File: config.mk
export PLATFORM = sky130hd
export DESIGN_NAME = uart_hex_word_sender
export DESIGN_NICKNAME = d
export VERILOG_FILES = /design/src/rtl/uart_hex_pkg.sv /design/src/rtl/uart_hex_word_sender.sv
export SDC_FILE = /design/constraint.sdc
export NUM_CORES = 1
export LEC_CHECK = 0
export CAP_MARGIN = 0
export CORE_MARGIN = 3
export CORE_UTILIZATION = 50
export DETAILED_ROUTE_END_ITERATION = 7
export PLACE_DENSITY_LB_ADDON = 0.3
export SLEW_MARGIN = 40
export SYNTH_ARGS = -nofsm -noshare
export SYNTH_HDL_FRONTEND = slang
export SYNTH_SLANG_ARGS = --single-unit
File: constraint.sdc
create_clock -name sysclk -period 4.6 [get_ports sysclk]
set_clock_uncertainty 0.2 [all_clocks]
set_input_delay 1.15 -clock sysclk [delete_from_list [all_inputs] [get_ports sysclk]]
set_output_delay 1.15 -clock sysclk [all_outputs]
set_load 0.005 [all_outputs]
File: src/rtl/uart_hex_pkg.sv
// Shared types, ASCII constants and the nibble-to-ASCII helper used by the
// hex word sender that feeds the UART transmit path.
package uart_hex_pkg;

   typedef enum logic [1:0] {
      IDLE = 2'd0,
      SEND = 2'd1,
      GAP  = 2'd2
   } state_e;

   localparam logic [7:0] ASCII_ZERO    = 8'h30;
   localparam logic [7:0] ASCII_UPPER_A = 8'h41;
   localparam logic [7:0] ASCII_LOWER_A = 8'h61;
   localparam logic [7:0] ASCII_CR      = 8'h0D;
   localparam logic [7:0] ASCII_LF      = 8'h0A;

   function automatic logic [7:0] nibble_to_ascii(input logic [3:0] nibble,
                                                  input logic       uppercase);
      logic [7:0] n8;
      n8 = {4'h0, nibble};
      if (nibble < 4'd10)
         return ASCII_ZERO + n8;
      else if (uppercase)
         return ASCII_UPPER_A + n8 - 8'd10;
      else
         return ASCII_LOWER_A + n8 - 8'd10;
   endfunction

endpackage

File: src/rtl/uart_hex_word_sender.sv
// Prints a 16-bit word as ASCII hex (MS nibble first) into the ATX FIFO,
// one character per SEND/GAP pair. Define UART_HEX_CRLF_EN to append CR LF.
module uart_hex_word_sender
   import uart_hex_pkg::*;
#(
   parameter int NUM_DIGITS     = 4,
   parameter int UPPERCASE      = 1,
   parameter int SUPPRESS_ZEROS = 0
) (
   input  logic        sysclk,
   input  logic        sysreset,
   input  logic [15:0] word_in,
   input  logic        word_valid,
   output logic        word_ready,
   input  logic        atx_fifo_full,
   output logic [15:0] atx_data_out,
   output logic        atx_reg_load,
   output logic        busy
);

   if (NUM_DIGITS < 1 || NUM_DIGITS > 4) begin : g_bad_num_digits
      $error("uart_hex_word_sender: NUM_DIGITS must be 1..4");
   end

   // Handshake: a word transfers on any edge where word_valid && word_ready;
   // word_ready is low from that edge until the final character is written.
   state_e      state_q, state_d;
   logic [15:0] word_q, word_d;
   logic [1:0]  idx_q, idx_d;
   logic        ready_q, ready_d;
   logic        busy_q, busy_d;
   logic        load_q, load_d;
   logic [7:0]  data_q, data_d;
   logic [1:0]  start_idx;
   logic [3:0]  cur_nibble;
   logic [7:0]  cur_char;

`ifdef UART_HEX_CRLF_EN
   localparam logic [1:0] TRL_DIGITS = 2'd0;
   localparam logic [1:0] TRL_CR     = 2'd1;
   localparam logic [1:0] TRL_LF     = 2'd2;
   logic [1:0] trl_q, trl_d;
`endif

   // With zero suppression the first digit is the highest non-zero nibble.
   always_comb begin
      start_idx = 2'(NUM_DIGITS - 1);
      if (SUPPRESS_ZEROS != 0) begin
         start_idx = 2'd0;
         for (int i = 0; i < NUM_DIGITS; i++) begin
            if (word_in[4*i +: 4] != 4'h0) start_idx = 2'(i);
         end
      end
   end

   always_comb begin
      cur_nibble = word_q[{idx_q, 2'b00} +: 4];
      cur_char   = nibble_to_ascii(cur_nibble, UPPERCASE != 0);
`ifdef UART_HEX_CRLF_EN
      if (trl_q == TRL_CR) cur_char = ASCII_CR;
      else if (trl_q == TRL_LF) cur_char = ASCII_LF;
`endif
   end

   always_comb begin
      state_d = state_q;
      word_d  = word_q;
      idx_d   = idx_q;
      ready_d = ready_q;
      busy_d  = busy_q;
      load_d  = 1'b0;
      data_d  = data_q;
`ifdef UART_HEX_CRLF_EN
      trl_d   = trl_q;
`endif
      case (state_q)
         IDLE: begin
            if (word_valid && ready_q) begin
               word_d  = word_in;
               idx_d   = start_idx;
               ready_d = 1'b0;
               busy_d  = 1'b1;
               state_d = SEND;
`ifdef UART_HEX_CRLF_EN
               trl_d   = TRL_DIGITS;
`endif
            end
         end
         SEND: begin
            if (!atx_fifo_full) begin
               load_d  = 1'b1;
               data_d  = cur_char;
               state_d = GAP;
            end
         end
         GAP: begin
`ifdef UART_HEX_CRLF_EN
            if (trl_q == TRL_DIGITS && idx_q != 2'd0) begin
               idx_d   = idx_q - 2'd1;
               state_d = SEND;
            end else if (trl_q != TRL_LF) begin
               trl_d   = trl_q + 2'd1;
               state_d = SEND;
            end else begin
               ready_d = 1'b1;
               busy_d  = 1'b0;
               state_d = IDLE;
            end
`else
            if (idx_q != 2'd0) begin
               idx_d   = idx_q - 2'd1;
               state_d = SEND;
            end else begin
               ready_d = 1'b1;
               busy_d  = 1'b0;
               state_d = IDLE;
            end
`endif
         end
         default: state_d = IDLE;
      endcase
   end

   always_ff @(posedge sysclk) begin
      if (sysreset) begin
         state_q <= IDLE;
         word_q  <= 16'h0000;
         idx_q   <= 2'd0;
         ready_q <= 1'b1;
         busy_q  <= 1'b0;
         load_q  <= 1'b0;
         data_q  <= 8'h00;
`ifdef UART_HEX_CRLF_EN
         trl_q   <= TRL_DIGITS;
`endif
      end else begin
         state_q <= state_d;
         word_q  <= word_d;
         idx_q   <= idx_d;
         ready_q <= ready_d;
         busy_q  <= busy_d;
         load_q  <= load_d;
         data_q  <= data_d;
`ifdef UART_HEX_CRLF_EN
         trl_q   <= trl_d;
`endif
      end
   end

   assign word_ready   = ready_q;
   assign busy         = busy_q;
   assign atx_reg_load = load_q;
   assign atx_data_out = {8'h00, data_q};

endmodule

==> reports/results.tsv <==
metric	value	unit
status	completed	
EDFF count, synth	0	
initial drt markers	27	
Startpoint Class	flip-flop	
synth-to-layout area growth	22.2	%
multi-input logic area	632	µm²
ANT nets after route	0	
Commonest cells post-synth	nand2_1, dfxtp_1, a21oi_1	
via density per instance	5.09	
Max Fclk	0.389	GHz
syn avg cell area	8.72	µm²
register bit total from synthesis	30	
Final Util	0.652	
CP Capture Type	primary output	
crit path buf inv count	1	
drt pass-1 iters	4	
DR vias	1068	
RSZ-0062 raised after global routing	false	
synthesized cell area	1330	µm²
CTS tree	done	
DR WL/cell	11.7	µm
Hold Path Class	reg2reg	
root buffer cell	clkbuf_4	
ant diodes	0	
crit-path max cell delay	0.52	ns
largest net degree at the start of global routing	31	
aggregate routed wire length	2450	µm
ys async rst share	0	
sequential element share of the synthesized area	0.450	
ranking of synthesized cells by area	dfxtp_1, nand2_1, a21oi_1	
WL met3	180	µm
vias in the first global route	961	
Hold Crit Endpoint	word_q[10]	
grt ovf	0	
CP required	3.25	ns
post-CTS setup buffer count	0	
Top Ports	39	
TritonCTS buffer count	5	
r2r setup slk	2.24	ns
GP Congestion	0.717	
Period minus WS final	2.57	ns
PostCTS Resize Cnt	0	
Yosys warning count	0	
# setup viols final	0	
hold path startpoint	word_q[10]	
initial antenna violation count	0	
fin crit share	0.559	
global-route wire length before repair	3950	µm
Die Span X	57.7	µm
CORE AREA	2500	µm²
Die Ht	57.7	µm
Slew headroom	0.647	
Yosys top cell by area	dfxtp_1	
Pwr Density	324	nW/µm²
global-route usage over all layers	0.161	
kind of critical path	reg2out	
clk_lat worst skew	0.32	ns
Synth cell types	29	
hpwl dp	1780	µm
Nets	202	
fin. max-slew vios	0	
htree depth	2	
uppermost layer routed	met4	
worst ir drop on vdd	0.264	mV
Hold Buf Count CTS	0	
total negative slack	0	ns
Crit Reg-Reg Startpoint	idx_q[0]	
top-area cell type share of the netlist area	0.450	
crit-path cells	clkdlybuf4s50_1	
worst-path fanout max	5	
data arrival time of the worst path	1.22	ns
worst slew pin tran	0.529	ns
Post-Synthesis Cells	153	
fraction of layout cells with a size suffix above 1	0.0722	
die area	3320	µm²
family with the most delay on the worst path	buffers and inverters	
fillers	233	
M1 WL	1010	µm
ys flop type	dfxtp_1	
CP max stage cell	clkdlybuf4s50_1	
count leader, synth	nand2_1	
Worst Reg2Reg Path Length in Cells	6	
RR Endpoint	data_q[2]	
worst-case clock buffer depth	2	
Storage cell area	601	µm²
Leak	0.617	nW
initial core utilization	0.534	
total of max-cap violations	0	
WL met2	1190	µm
# DRC	0	
Rows	18	
final hold violations	0	
clk sinks	30	
port bufs	29	
CTS clk-pin slew, worst paths	0.09	ns
Total Power	0.529	mW
worst hold path depth	2	
Crit path depth	1	
-- cell usage in the layout, fill, tap and decap left out, drive strengths merged, types with 2 or more instances in the layout --
cell            n
ha              2
nor2           11
buf             2
or3             2
mux4            4
nor3b           3
nand2          36
clkbuf          7
clkdlybuf4s50  28
dfxtp          30
a211oi          2
a2bb2oi         2
a21oi          24
conb            9
inv             6
-- kinds of logic (layout without fill, tap and decap cells) --
kind of cell / Yosys count / in the layout / share of synthesized area
AND/OR/NAND/NOR: 57 / 57 / 0.190
AO/OA/AOI/OAI: 34 / 34 / 0.157
flip-flops: 30 / 30 / 0.450
buffers and inverters: 24 / 43 / 0.0985
multiplexers: 4 / 4 / 0.0760
adder cells (fa/ha/maj): 2 / 2 / 0.0188
other: 1 / 9 / 0.00281
XOR/XNOR: 1 / 1 / 0.00657
-- registers in the layout (all words and copies together), names as in the netlist --
| signal | cells |
|---|---|
| word_ready | 1 |
| atx_reg_load | 1 |
| idx_q | 2 |
| data_q | 7 |
| busy | 1 |
| word_q | 16 |
| state_q | 2 |
-- worst max-delay path by stage --
stage	startpoint	end
finish	word_ready	word_ready
global route	word_valid	word_q[6]
CTS	word_ready	word_ready
detailed placement	word_valid	word_q[6]
global placement	word_valid	word_q[14]
floorplan	word_valid	word_q[0]
-- power breakdown --
| part | internal, mW | switching (mW) | leakage, nW |
|---|---|---|---|
| sequential | 0.278 | 0.0131 | 0.246 |
| combinational | 0.0522 | 0.0473 | 0.346 |
| clock | 0.0575 | 0.0809 | 0.0254 |
| total | 0.388 | 0.141 | 0.617 |
-- per-stage QoR --
stage	instances	hold WS (ns)	worst slack [ns]	area (µm²)
floorplan	161	0.232	2.10	1360
global placement	203	0.239	1.71	1590
detailed placement	203	0.243	1.69	1590
CTS	210	0.255	2.00	1630
global route	210	0.267	1.97	1630
finish	210	0.254	2.03	1630
-- routing by layer --
layer  track usage  vias up
met2         0.269       34
li1              -      549
met1         0.160      477
met3        0.0668        8
met5             0        -
met4         0.113        0
-- cell type report --
cell class	instances	share of cell area
clock buffers	7	0.0276
inverters	6	0.0138
multi-input cells	107	0.388
flip-flops and latches	30	0.368
well taps	30	0.0230
repair buffers	30	0.180
(Power assumes the default switching activity.)
